[src/rtl/csr_timer_ctrl.sv]
// csr_timer_ctrl: constant-timer sequencer (TCFG/TVAL/TI) plus the rdcnt
// read port onto the free-running 64-bit stable counter. All outputs are
// registered; the next-state logic is a single always_comb feeding flops.
module csr_timer_ctrl #(
  parameter int          TIMER_W = 32,
  parameter logic [31:0] TID     = 32'h0
) (
  input  logic               clk,
  input  logic               rst,
  input  logic [63:0]        stable_cnt,
  input  logic               tcfg_we,
  input  logic [TIMER_W-1:0] tcfg_wdata,
  input  logic               ticlr_we,
  input  logic [TIMER_W-1:0] ticlr_wdata,
  output logic [TIMER_W-1:0] tcfg,
  output logic [TIMER_W-1:0] tval,
  output logic               timer_int,
  input  logic               rdcnt_req,
  input  logic [1:0]         rdcnt_op,
  output logic               rdcnt_valid,
  output logic [31:0]        rdcnt_data
);

  typedef enum logic [1:0] {IDLE, RUN, DONE} state_e;

  state_e             state_q, state_d;
  logic [TIMER_W-1:0] tcfg_q, tcfg_d;
  logic [TIMER_W-1:0] tval_q, tval_d;
  logic               ti_q, ti_d;
  logic               rv_q, rv_d;
  logic [31:0]        rd_q, rd_d;
  logic               expire;

  // Reload values: InitVal with the two low bits forced to zero.
  logic [TIMER_W-1:0] reload_wr, reload_cfg;
  assign reload_wr  = {tcfg_wdata[TIMER_W-1:2], 2'b00};
  assign reload_cfg = {tcfg_q[TIMER_W-1:2], 2'b00};

  // Only the CLR bit of a TICLR write is meaningful.
  logic unused_ticlr;
  assign unused_ticlr = ^ticlr_wdata[TIMER_W-1:1];

  // Next-state: a TCFG write overrides the countdown; expiry sets TI and
  // beats a same-cycle clear so no event is dropped.
  always_comb begin
    state_d = state_q;
    tcfg_d  = tcfg_q;
    tval_d  = tval_q;
    ti_d    = ti_q;
    rv_d    = rdcnt_req;
    rd_d    = rd_q;
    expire  = 1'b0;

    if (tcfg_we) begin
      tcfg_d = tcfg_wdata;
      if (tcfg_wdata[0]) begin
        tval_d  = reload_wr;
        state_d = RUN;
      end else begin
        state_d = IDLE;
      end
    end else begin
      case (state_q)
        RUN: begin
          if (tval_q != '0) begin
            tval_d = tval_q - TIMER_W'(1);
          end else begin
            expire = 1'b1;
            if (tcfg_q[1]) tval_d  = reload_cfg;
            else           state_d = DONE;
          end
        end
        default: ;
      endcase
    end

    if (expire)                          ti_d = 1'b1;
    else if (ticlr_we && ticlr_wdata[0]) ti_d = 1'b0;

    if (rdcnt_req) begin
      case (rdcnt_op)
        2'b00:   rd_d = stable_cnt[31:0];
        2'b01:   rd_d = stable_cnt[63:32];
        2'b10:   rd_d = TID;
        default: rd_d = 32'h0;
      endcase
    end
  end

  // State and output registers with synchronous reset.
  always_ff @(posedge clk) begin
    if (rst) begin
      state_q <= IDLE;
      tcfg_q  <= '0;
      tval_q  <= '0;
      ti_q    <= 1'b0;
      rv_q    <= 1'b0;
      rd_q    <= 32'h0;
    end else begin
      state_q <= state_d;
      tcfg_q  <= tcfg_d;
      tval_q  <= tval_d;
      ti_q    <= ti_d;
      rv_q    <= rv_d;
      rd_q    <= rd_d;
    end
  end

  assign tcfg        = tcfg_q;
  assign tval        = tval_q;
  assign timer_int   = ti_q;
  assign rdcnt_valid = rv_q;
  assign rdcnt_data  = rd_q;

endmodule

[config.mk]
export PLATFORM = sky130hd
export DESIGN_NAME = csr_timer_ctrl
export DESIGN_NICKNAME = d
export VERILOG_FILES = /design/src/rtl/csr_timer_ctrl.sv
export SDC_FILE = /design/constraint.sdc
export NUM_CORES = 1
export LEC_CHECK = 0
export ABC_CLOCK_PERIOD_IN_PS = 2630
export BUFFER_PORTS_ARGS = -buffer_cell sky130_fd_sc_hd__buf_2
export CORE_MARGIN = 4
export CORE_UTILIZATION = 47
export DETAILED_ROUTE_END_ITERATION = 6
export GPL_TIMING_DRIVEN = 0
export HOLD_SLACK_MARGIN = 0.05
export PLACE_DENSITY = 0.81
export SETUP_SLACK_MARGIN = 0.1
export SLEW_MARGIN = 25
export SYNTH_ARGS = -nofsm -noshare
export SYNTH_HDL_FRONTEND = slang
export SYNTH_SLANG_ARGS = --single-unit
[constraint.sdc]
create_clock -name clk -period 2.63 [get_ports clk]
set_clock_uncertainty 0.05 [all_clocks]
set_input_delay 0.1315 -clock clk [delete_from_list [all_inputs] [get_ports clk]]
set_output_delay 0.1315 -clock clk [all_outputs]
set_load 0.02 [all_outputs]
==> reports/qor.csv <==
stage,metric,value,unit
placed_design,io_buffers,199,
placed_design,dp_cells,971,
global_route,grt_usage,27.9,%
synth,synth_area_leaders,"dfxtp_1 39%, mux2_2 7.2%, a21oi_1 6.8%",
routing,vias,5938,
synth,synth_top_area_share,39.0,%
cells_and_area,n_antenna_cell,0,
worst_setup_path,start_kind,flip-flop,
cells_and_area,multi_input_area,3000,um^2
routing,vias_per_cell,5.77,
cells_and_area,most-common-layout-cells,"204 x buf_2, 98 x dfxtp_1, 75 x nand2_1, 70 x a21oi_1, 64 x nor2_1",
synth,synthesis.area,5130,um^2
timing,finalCriticalPeriod,2.46,ns
global_route,antenna_found_initial,0,
timing,finalHoldViolCount,0,
synth,synth_nets,773,
power,peakVddDrop,0.271,mV
cts,cts_buffers,9,
die,rows,37,
cells_and_area,final_cells,1030,
cells_and_area,final_util,67.4,%
timing,post-route-period-util,93.4,%
synth,synthArstFlopShare,0,%
timing,finalSetupViolations,0,
worst_setup_path,r2r_setup_slack,0.17,ns
placed_design,gp_congestion,0.936,
cts,cts_buffer_depth,2,
timing,relSlewSlack,49.4,%
placed_design,dpl.hpwl,13200,um
cts,clk_pin_slew,0.12,ns
cells_and_area,regArea,2000,um^2
global_route,grt_pass1_vias,5828,
cts,cts_tree,yes,
die,start_util,49.0,%
hold_path,hold_path.class,input pin to flip-flop,
synth,synth-main-ff-cell,dfxtp_1,
worst_setup_path,crit_path_end_kind,flip-flop,
synth,syn-instance-count,636,
cells_and_area,finish.net_count,1026,
placed_design,place_area,6290,um^2
synth,synth-edff-count,0,
die,io_pins,233,
cts,clock-sinks,100,
timing,rsz0062_at_grt,true,
die,die-area,12600,um^2
routing,drc_errors,0,
synth,ys_ff_latch,100,
power,power,3810,uW
die,core_area,10500,um^2
timing,slew_viol_final,0,
cells_and_area,drive_above_1_share,32.9,%
flow_run,maxCapViolations,0,
power,p_leak,0.00315,uW
cells_and_area,final_common_cell,buf_2,
global_route,grt_pass1_wl,29200,um
synth,synth_largest_area_cell,dfxtp_1,
routing,routed_wl,18300,um
die,die_y,112,um
worst_setup_path,critical_path_arrival,2.72,ns
worst_setup_path,critPathKind,flip-flop to flip-flop,
worst_setup_path,crit_fanout,8,
routing,drt_iter0_drc,696,
global_route,grt_start_max_net_pins,19,
routing,ant_nets,0,
global_route,overflow,0,
worst_setup_path,worst_ep_required_time,2.90,ns
cells_and_area,final.fill_count,874,
die,die_w,112,um
timing,tns,0,ns
cts,root_buffer,clkbuf_8,
routing,drtPass1Iterations,5,
synth,avgSynthCellArea,8.06,um^2
synth,synth.distinct_cells,54,
synth,yosysWarnings,0,
routing,wire_per_inst,17.8,um
power,power.density,540,nW/um^2
status,status,finished clean,
timing,tightest_slew,0.759,ns
cells_and_area,postLayoutCellArea,7050,um^2
cts,clk_latency,0.38,ns
cts,htreeDepth,3,
synth,synth_seq_area_share,39.0,%
cells_and_area,area_growth,37.4,%
timing,fmax,0.407,GHz
-- critical path, stage by stage (launching register included) --
cell and delay [ns]:
dfxtp_1 0.42, or4_1 0.69, nor2_2 0.33, and4_1 0.32
xnor2_1 0.08, a211oi_1 0.28, o221a_2 0.23
-- state kept, by name, summed over array words and instances (netlist names) --
signal and count:
tval 32, rdcnt_valid 1, state_q 2, timer_int 1, tcfg 32, rdcnt_data 32
-- through the flow --
stage / setup slack (ns) / hold WS (ns)
floorplan: 0.193 / 0.229
global placement: -0.186 / 0.329
detailed placement: -0.213 / 0.341
CTS: 0.0914 / 0.0503
global route: 0.0748 / 0.0790
finish: 0.174 / 0.0589
-- layout make-up --
cell class / count / share of cell area, %
timing repair buffer: 242 / 20.1
clock inverter: 6 / 0.799
tap: 136 / 2.41
clock buffer: 10 / 1.95
multi-input combinational: 481 / 42.6
buffer: 47 / 3.28
sequential: 100 / 28.4
inverter: 8 / 0.426
-- final timing paths --
| check | cells after the start | from | endpoint |
|---|---|---|---|
| worst max register to register | 6 | tval[5]$_SDFFE_PP0P_ | tval[23]$_SDFFE_PP0P_ |
| worst min register to register | 2 | tcfg[0]$_SDFFE_PP0P_ | tcfg[0]$_SDFFE_PP0P_ |
| worst max-delay path | 6 | tval[5]$_SDFFE_PP0P_ | tval[23]$_SDFFE_PP0P_ |
| worst min-delay path | 4 | stable_cnt[17] | rdcnt_data[17]$_SDFFE_PP0P_ |
-- routing by layer --
metal  GRT usage, %  part of all wire, %  vias to the layer above
met2           47.3                   48                      336
met4           9.94                  2.9                        0
li1               -                    -                     2781
met3           5.39                   10                       57
met5              0                    0                        -
met1           35.2                   39                     2764
-- kinds of logic after synthesis --
| kind of cell | synth area share [%] |
|---|---|
| compound gates | 21.1 |
| xor+xnor | 2.22 |
| fa+ha+maj | 0.488 |
| buf+inv | 4.49 |
| flops | 39.0 |
| mux | 9.00 |
| simple gates | 23.7 |
-- synthesized netlist by cell type (5+ instances only) --
| library cell | number |
|---|---|
| nand4_1 | 6 |
| mux2i_1 | 9 |
| mux2_2 | 33 |
| buf_1 | 8 |
| inv_1 | 7 |
| a21oi_1 | 70 |
| dfxtp_1 | 100 |
| o31ai_1 | 5 |
| xnor2_1 | 9 |
| nor4_1 | 7 |
| nor2_1 | 65 |
| o211ai_1 | 16 |
| a31oi_1 | 21 |
| nor2b_1 | 37 |
| nor3_1 | 20 |
| a211oi_1 | 7 |
| nand3_1 | 10 |
| buf_2 | 5 |
| nand2_1 | 75 |
| o21ai_0 | 26 |
| clkbuf_1 | 31 |
-- what timing repair did --
item / in CTS / in global routing
setup buffers: 0 / 4
hold endpoints to repair: 57 / 0
pin swaps: 1 / 3
resized for setup: 18 / 36
endpoints found under the setup margin: 35 / 43
hold buffers: 39 / 0
-- report_power, final --
group	switching [uW]	internal, uW
sequential	105	1600
combinational	640	465
clock	602	391
Note: power is estimated with default switching activity, not from simulation.
